`src/rtl/vga_timing_gen_if.sv`:
```
// Signal bundle between the raster timing generator and the text/DAC logic.
// The generator uses the master modport; the consumer side uses slave.
interface vga_timing_gen_if #(
    parameter int H_WIDTH    = 12,
    parameter int V_WIDTH    = 11,
    parameter int ADDR_WIDTH = 11
);
    logic                  enable;
    logic [3:0]            red_in;
    logic [3:0]            green_in;
    logic [3:0]            blue_in;
    logic [H_WIDTH-1:0]    h_position;
    logic [V_WIDTH-1:0]    v_position;
    logic [ADDR_WIDTH-1:0] cell_addr;
    logic                  pixel_tick;
    logic                  line_start;
    logic                  frame_start;
    logic                  h_sync_out;
    logic                  v_sync_out;
    logic                  display_enable;
    logic [3:0]            red_out;
    logic [3:0]            green_out;
    logic [3:0]            blue_out;

    modport master (
        input  enable, red_in, green_in, blue_in,
        output h_position, v_position, cell_addr, pixel_tick, line_start,
               frame_start, h_sync_out, v_sync_out, display_enable,
               red_out, green_out, blue_out
    );

    modport slave (
        output enable, red_in, green_in, blue_in,
        input  h_position, v_position, cell_addr, pixel_tick, line_start,
               frame_start, h_sync_out, v_sync_out, display_enable,
               red_out, green_out, blue_out
    );
endinterface

```
`src/rtl/vga_timing_gen.sv`:
```
// Parametrised VGA raster timing generator with pixel-clock enable, text-cell
// addressing and a programmable sync/blank delay to match registered font RAM.
module vga_timing_gen #(
    parameter int H_DISPLAY  = 640,
    parameter int H_FRONT    = 16,
    parameter int H_SYNC     = 96,
    parameter int H_BACK     = 48,
    parameter int V_DISPLAY  = 480,
    parameter int V_FRONT    = 10,
    parameter int V_SYNC     = 2,
    parameter int V_BACK     = 33,
    parameter int H_SYNC_POL = 0,
    parameter int V_SYNC_POL = 0,
    parameter int CLK_DIV    = 2,
    parameter int LATENCY    = 0,
    parameter int CELL_SHIFT = 4,
    parameter int COLS       = 40,
    parameter int H_WIDTH    = 12,
    parameter int V_WIDTH    = 11,
    parameter int ADDR_WIDTH = 11
) (
    input  logic                clk,
    input  logic                rst_n,
    vga_timing_gen_if.master    bus
);
    localparam int H_TOTAL  = H_DISPLAY + H_FRONT + H_SYNC + H_BACK;
    localparam int V_TOTAL  = V_DISPLAY + V_FRONT + V_SYNC + V_BACK;
    localparam int HS_START = H_DISPLAY + H_FRONT;
    localparam int HS_END   = HS_START + H_SYNC;
    localparam int VS_START = V_DISPLAY + V_FRONT;
    localparam int VS_END   = VS_START + V_SYNC;
    localparam logic [3:0] DIV_MAX = 4'(CLK_DIV - 1);
    localparam logic HS_ACTIVE = 1'(H_SYNC_POL);
    localparam logic VS_ACTIVE = 1'(V_SYNC_POL);

    logic               run_reg;
    logic [3:0]         div_reg;
    logic [H_WIDTH-1:0] h_reg;
    logic [V_WIDTH-1:0] v_reg;
    logic               tick;
    logic               visible;
    logic               hs_raw;
    logic               vs_raw;
    logic [2:0]         delayed;

    // run_reg holds the divider for one clk after release so the first tick
    // lands exactly CLK_DIV cycles after reset/enable, even with CLK_DIV=1.
    assign tick = run_reg && (div_reg == DIV_MAX);

    always_ff @(posedge clk or negedge rst_n) begin
        if (!rst_n) begin
            run_reg <= 1'b0;
            div_reg <= '0;
            h_reg   <= '0;
            v_reg   <= '0;
        end else if (!bus.enable) begin
            run_reg <= 1'b0;
            div_reg <= '0;
            h_reg   <= '0;
            v_reg   <= '0;
        end else begin
            run_reg <= 1'b1;
            if (run_reg) begin
                div_reg <= (div_reg == DIV_MAX) ? 4'd0 : div_reg + 4'd1;
            end
            if (tick) begin
                if (h_reg == H_WIDTH'(H_TOTAL - 1)) begin
                    h_reg <= '0;
                    v_reg <= (v_reg == V_WIDTH'(V_TOTAL - 1)) ? '0 : v_reg + V_WIDTH'(1);
                end else begin
                    h_reg <= h_reg + H_WIDTH'(1);
                end
            end
        end
    end

    assign visible = (h_reg < H_WIDTH'(H_DISPLAY)) && (v_reg < V_WIDTH'(V_DISPLAY));
    assign hs_raw  = (h_reg >= H_WIDTH'(HS_START)) && (h_reg < H_WIDTH'(HS_END));
    assign vs_raw  = (v_reg >= V_WIDTH'(VS_START)) && (v_reg < V_WIDTH'(VS_END));

    // Stage 0 is the output register itself; LATENCY extra stages follow it.
    // Each stage carries {visible, vs, hs} and advances only on a pixel tick.
    genvar gi;
    generate
        for (gi = 0; gi <= LATENCY; gi++) begin : g_stage
            logic [2:0] stage_reg;
            logic [2:0] stage_in;
            if (gi == 0) begin : g_head
                assign stage_in = {visible, vs_raw, hs_raw};
            end else begin : g_tail
                assign stage_in = g_stage[gi-1].stage_reg;
            end
            always_ff @(posedge clk or negedge rst_n) begin
                if (!rst_n) begin
                    stage_reg <= '0;
                end else if (!bus.enable) begin
                    stage_reg <= '0;
                end else if (tick) begin
                    stage_reg <= stage_in;
                end
            end
        end
    endgenerate

    assign delayed = g_stage[LATENCY].stage_reg;

    assign bus.h_position     = h_reg;
    assign bus.v_position     = v_reg;
    assign bus.pixel_tick     = tick;
    assign bus.line_start     = tick && (h_reg == '0);
    assign bus.frame_start    = tick && (h_reg == '0) && (v_reg == '0);
    assign bus.display_enable = delayed[2];
    assign bus.v_sync_out     = delayed[1] ? VS_ACTIVE : ~VS_ACTIVE;
    assign bus.h_sync_out     = delayed[0] ? HS_ACTIVE : ~HS_ACTIVE;

    assign bus.red_out   = delayed[2] ? bus.red_in   : 4'd0;
    assign bus.green_out = delayed[2] ? bus.green_in : 4'd0;
    assign bus.blue_out  = delayed[2] ? bus.blue_in  : 4'd0;

    // Operands are truncated before the arithmetic; the sum is identical
    // modulo 2^ADDR_WIDTH, which is all the cell address keeps.
    assign bus.cell_addr = visible
        ? ADDR_WIDTH'(h_reg >> CELL_SHIFT)
          + ADDR_WIDTH'(v_reg >> CELL_SHIFT) * ADDR_WIDTH'(COLS)
        : '0;
endmodule
```
`src/flat_wrapper.sv`:
```
// flat-port wrapper written by rule: the top's interface ports become plain ports
module vga_timing_gen_flat 
#(
    parameter int H_DISPLAY  = 640,
    parameter int H_FRONT    = 16,
    parameter int H_SYNC     = 96,
    parameter int H_BACK     = 48,
    parameter int V_DISPLAY  = 480,
    parameter int V_FRONT    = 10,
    parameter int V_SYNC     = 2,
    parameter int V_BACK     = 33,
    parameter int H_SYNC_POL = 0,
    parameter int V_SYNC_POL = 0,
    parameter int CLK_DIV    = 2,
    parameter int LATENCY    = 0,
    parameter int CELL_SHIFT = 4,
    parameter int COLS       = 40,
    parameter int H_WIDTH    = 12,
    parameter int V_WIDTH    = 11,
    parameter int ADDR_WIDTH = 11
)
  (clk, rst_n, bus_enable, bus_red_in, bus_green_in, bus_blue_in, bus_h_position, bus_v_position, bus_cell_addr, bus_pixel_tick, bus_line_start, bus_frame_start, bus_h_sync_out, bus_v_sync_out, bus_display_enable, bus_red_out, bus_green_out, bus_blue_out);
  vga_timing_gen_if #(.H_WIDTH(H_WIDTH), .V_WIDTH(V_WIDTH), .ADDR_WIDTH(ADDR_WIDTH)) bus_i ();
  input  logic clk;
  input  logic rst_n;
  input wire logic [$bits(bus_i.enable)-1:0] bus_enable;
  input wire logic [$bits(bus_i.red_in)-1:0] bus_red_in;
  input wire logic [$bits(bus_i.green_in)-1:0] bus_green_in;
  input wire logic [$bits(bus_i.blue_in)-1:0] bus_blue_in;
  output wire logic [$bits(bus_i.h_position)-1:0] bus_h_position;
  output wire logic [$bits(bus_i.v_position)-1:0] bus_v_position;
  output wire logic [$bits(bus_i.cell_addr)-1:0] bus_cell_addr;
  output wire logic [$bits(bus_i.pixel_tick)-1:0] bus_pixel_tick;
  output wire logic [$bits(bus_i.line_start)-1:0] bus_line_start;
  output wire logic [$bits(bus_i.frame_start)-1:0] bus_frame_start;
  output wire logic [$bits(bus_i.h_sync_out)-1:0] bus_h_sync_out;
  output wire logic [$bits(bus_i.v_sync_out)-1:0] bus_v_sync_out;
  output wire logic [$bits(bus_i.display_enable)-1:0] bus_display_enable;
  output wire logic [$bits(bus_i.red_out)-1:0] bus_red_out;
  output wire logic [$bits(bus_i.green_out)-1:0] bus_green_out;
  output wire logic [$bits(bus_i.blue_out)-1:0] bus_blue_out;
  assign bus_i.enable = bus_enable;
  assign bus_i.red_in = bus_red_in;
  assign bus_i.green_in = bus_green_in;
  assign bus_i.blue_in = bus_blue_in;
  assign bus_h_position = bus_i.h_position;
  assign bus_v_position = bus_i.v_position;
  assign bus_cell_addr = bus_i.cell_addr;
  assign bus_pixel_tick = bus_i.pixel_tick;
  assign bus_line_start = bus_i.line_start;
  assign bus_frame_start = bus_i.frame_start;
  assign bus_h_sync_out = bus_i.h_sync_out;
  assign bus_v_sync_out = bus_i.v_sync_out;
  assign bus_display_enable = bus_i.display_enable;
  assign bus_red_out = bus_i.red_out;
  assign bus_green_out = bus_i.green_out;
  assign bus_blue_out = bus_i.blue_out;
  vga_timing_gen #(.H_DISPLAY(H_DISPLAY), .H_FRONT(H_FRONT), .H_SYNC(H_SYNC), .H_BACK(H_BACK), .V_DISPLAY(V_DISPLAY), .V_FRONT(V_FRONT), .V_SYNC(V_SYNC), .V_BACK(V_BACK), .H_SYNC_POL(H_SYNC_POL), .V_SYNC_POL(V_SYNC_POL), .CLK_DIV(CLK_DIV), .LATENCY(LATENCY), .CELL_SHIFT(CELL_SHIFT), .COLS(COLS), .H_WIDTH(H_WIDTH), .V_WIDTH(V_WIDTH), .ADDR_WIDTH(ADDR_WIDTH)) u_core (.clk(clk), .rst_n(rst_n), .bus(bus_i));
endmodule
```
`config.mk`:
```
export PLATFORM = sky130hd
export DESIGN_NAME = vga_timing_gen_flat
export DESIGN_NICKNAME = d
export VERILOG_FILES = /design/src/rtl/vga_timing_gen_if.sv /design/src/rtl/vga_timing_gen.sv /design/src/flat_wrapper.sv
export SDC_FILE = /design/constraint.sdc
export NUM_CORES = 1
export LEC_CHECK = 0
export ABC_AREA = 1
export CORE_MARGIN = 2
export CORE_UTILIZATION = 65
export CTS_BUF_LIST = sky130_fd_sc_hd__clkbuf_8
export CTS_CLUSTER_SIZE = 25
export DETAILED_ROUTE_END_ITERATION = 10
export DONT_BUFFER_PORTS = 1
export PLACE_DENSITY_LB_ADDON = 0.2
export SETUP_SLACK_MARGIN = 0.05
export SLEW_MARGIN = 20
export SYNTH_ARGS = -nofsm -noshare
export SYNTH_HDL_FRONTEND = slang
export SYNTH_SLANG_ARGS = --single-unit
```
`constraint.sdc`:
```
create_clock -name clk -period 8.1 [get_ports clk]
set_input_delay 1.62 -clock clk [delete_from_list [all_inputs] [get_ports clk]]
set_output_delay 1.62 -clock clk [all_outputs]
set_load 0.05 [all_outputs]
```
==> impl_metrics.env <==
export IMPL_gp_congestion=0.958
export IMPL_clk_pin_slew_ps=80
export IMPL_synth_flop_cell="dfrtp_1"
export IMPL_mostFrequentLayoutCells="nand2_1 (83), inv_1 (53), nor2_1 (45)"
export IMPL_grt_pass1_wl_mm=9.74
export IMPL_ys_ff_latch=31
export IMPL_synth_xor_xnor_area_share_pct=3.57
export IMPL_r2r_slack_ps=5960
export IMPL_required_ps=6480
export IMPL_muxShareOfSynthArea_pct=0
export IMPL_async_flop_share_pct=100
export IMPL_crit_end="bus_cell_addr[10]"
export IMPL_worstSetupStartpointType="register"
export IMPL_vias=2427
export IMPL_critPathTopFamily="adder cells"
export IMPL_vdd_drop_max_mv=0.147
export IMPL_syn_avg_cell_area_um2=7.12
export IMPL_row_count=23
export IMPL_synth_simple_area_share_pct=39.6
export IMPL_die_w_um=68.4
export IMPL_hold_depth=2
export IMPL_clock_skew_ps=10.0
export IMPL_critPathMaxStageDelay_ps=830
export IMPL_maxCapViolCount=0
export IMPL_slew_violations=0
export IMPL_ctsRootBufferMaster="clkbuf_8"
export IMPL_synth_compound_area_share_pct=6.77
export IMPL_finalHoldViolations=0
export IMPL_ys_seq_area_share_pct=28.7
export IMPL_hp_start="u_core.div_reg[2]$_DFFE_PN0P_"
export IMPL_path_buf_inv=1
export IMPL_dr_pass1_iters=4
export IMPL_wire_per_inst_um=13.6
export IMPL_grt_antenna_before_repair=0
export IMPL_start_util_pct=67.5
export IMPL_cp_common_cell="nand2_1"
export IMPL_period_needed_ps=5310
export IMPL_criticalPathCategory="register to output pin"
export IMPL_synth_edf_count=0
export IMPL_drtIter0Drc=121
export IMPL_r2r_end="u_core.bus.v_position[3]$_DFFE_PN0P_"
export IMPL_worstPathCellList="ha_1 > ha_1 > fa_1 > ha_1 > nand2_1 > inv_1 > nand2_1 > nand3_1 > nand3_1 > nand2_1 > nand2_1 > nor2_1"
export IMPL_syn_to_final_growth_pct=3.71
export IMPL_cts_tree="yes"
export IMPL_crit_fanout=10
export IMPL_synth_warnings=0
export IMPL_layout_nets=415
export IMPL_tightest_slew_ps=1070
export IMPL_outcome="complete, no violations"
export IMPL_gr_total_overflow=0
export IMPL_antennaDiodeCount=0
export IMPL_htree_num_levels=2
export IMPL_drc=0
export IMPL_synth_area_um2=2700
export IMPL_r2r_start="u_core.bus.h_position[1]$_DFFE_PN0P_"
export IMPL_max_freq_ghz=0.188
export IMPL_hold_class="register to register"
export IMPL_setup_violations=0
export IMPL_tns_ps=0
export IMPL_die_y_um=68.4
export IMPL_ant_nets=0
export IMPL_pwr_density_cell_nw_per_um2=128
export IMPL_cts_setup_buffers=0
export IMPL_end_kind="output pin"
export IMPL_synth_top_family_by_area="simple AND/OR/NAND/NOR gates"
export IMPL_syn_num_nets=416
export IMPL_wirelength_mm=5.84
export IMPL_startpoint="u_core.bus.v_position[7]$_DFFE_PN0P_"
export IMPL_postCtsHoldBufs=0
export IMPL_grt_pass1_vias=2267
export IMPL_io_pins=67
export IMPL_cts_resized=0
export IMPL_dieArea_um2=4680
export IMPL_cp_num_cells=12
export IMPL_fin_crit_sh_pct=65.5
export IMPL_cts_made_buffers=5
export IMPL_clkLatencyLatePin_ps=290
export IMPL_grt_use_total_pct=27.7
export IMPL_reg2reg_depth=6
export IMPL_route_detailed_vias_per_inst=5.66
export IMPL_netlist_instances=379
export IMPL_synthAdderAreaFrac_pct=10.8
export IMPL_cts_sinks=31
export IMPL_layout_drive_gt1_share_pct=11.6
export IMPL_cts_max_path_buffers=2
export IMPL_synthDistinctLibCells=32
export IMPL_worstPathArrival_ps=3690
export IMPL_dp_hpwl_mm=4.50
export IMPL_fill_cells=344
export IMPL_grt_max_degree=32
export IMPL_rsz0062_at_grt="false"
export IMPL_slew_limit_headroom_pct=28.2
export IMPL_core_um2=4000
export IMPL_cp_slowest_cell="dfrtp_1"
export IMPL_final_common_cell="nand2_1"
export IMPL_port_buffers=0
export IMPL_final_util_pct=70.0
export IMPL_p_leak_nw=1.47
export IMPL_largest_reg_flops=12
==> worst min path at each step <==
stage,slack (ps),endpoint
3_5_place_dp,580,u_core.div_reg[2]$_DFFE_PN0P_
3_3_place_gp,550,u_core.div_reg[3]$_DFFE_PN0P_
4_1_cts,600,u_core.div_reg[3]$_DFFE_PN0P_
5_1_grt,640,u_core.div_reg[3]$_DFFE_PN0P_
6_report,590,u_core.div_reg[2]$_DFFE_PN0P_
2_1_floorplan,540,u_core.div_reg[3]$_DFFE_PN0P_
==> per-stage QoR <==
stage	total power [mW]	worst slack [ps]	hold WS, ps	std cells	cell area, um^2
after floorplan	0.234	3340	539	379	2700
after global placement	0.239	3170	553	421	2710
after detailed placement	0.240	3110	580	421	2710
after CTS	0.360	2790	597	429	2800
after global routing	0.374	2560	640	429	2800
final	0.360	2790	594	429	2800
==> Yosys cell counts, types with 3 or more instances <==
cell,instances,share of area [%]
buf_2,5,0.93
o21ai_1,4,0.74
nor2_1,45,6.3
nor2_4,6,2.5
xor2_1,5,1.6
nand2_1,83,12
nand2_2,3,0.70
ha_1,20,9.3
nor3_2,3,1.1
o21ai_0,17,3.2
inv_1,53,7.4
xnor2_1,6,1.9
inv_2,7,0.97
nand3_1,34,6.3
a21oi_1,8,1.5
nand2_4,3,1.3
nor2_2,5,1.2
dfrtp_1,31,29
nor3_1,9,1.7
nand4_1,15,3.5
==> tightest hold or removal path: stages (launching register included) <==
cell and delay [ps]:
dfrtp_1 400, xor2_1 80, nor2_1 70
==> layer usage <==
metal | up-vias | part of all wire [%] | global-route usage [%] | routed length (um)
met2 | 76 | 50 | 45.8 | 2920
met5 | - | 0 | 0 | 0
met1 | 1130 | 42 | 36.0 | 2450
met3 | 5 | 7.2 | 6.25 | 423
li1 | 1216 | - | - | -
met4 | 0 | 0.87 | 8.25 | 51
==> where the power goes <==
part,internal [mW],leakage [nW],switching [mW]
clock,0.0597,0.0402,0.0632
sequential,0.159,0.426,0.0186
combinational,0.0140,1.00,0.0454
total,0.232,1.47,0.127
==> area by class of cell <==
| type | count | area (um^2) | area share [%] |
|---|---|---|---|
| inverters | 60 | 225 | 8.05 |
| well taps | 50 | 62.6 | 2.24 |
| clock buffers | 5 | 68.8 | 2.46 |
| clock inverters | 3 | 20.0 | 0.715 |
| flip-flops and latches | 31 | 776 | 27.7 |
| repair buffers | 1 | 7.51 | 0.268 |
| multi-input cells | 279 | 1640 | 58.6 |
==> kinds of logic (layout without fill, tap and decap cells) <==
group / count (synthesis) / count (layout)
buf+inv: 69 / 69
simple gates: 213 / 213
flops: 31 / 31
xor+xnor: 11 / 11
fa+ha+maj: 22 / 22
compound gates: 33 / 33
Power figures use the tool's default switching activity.
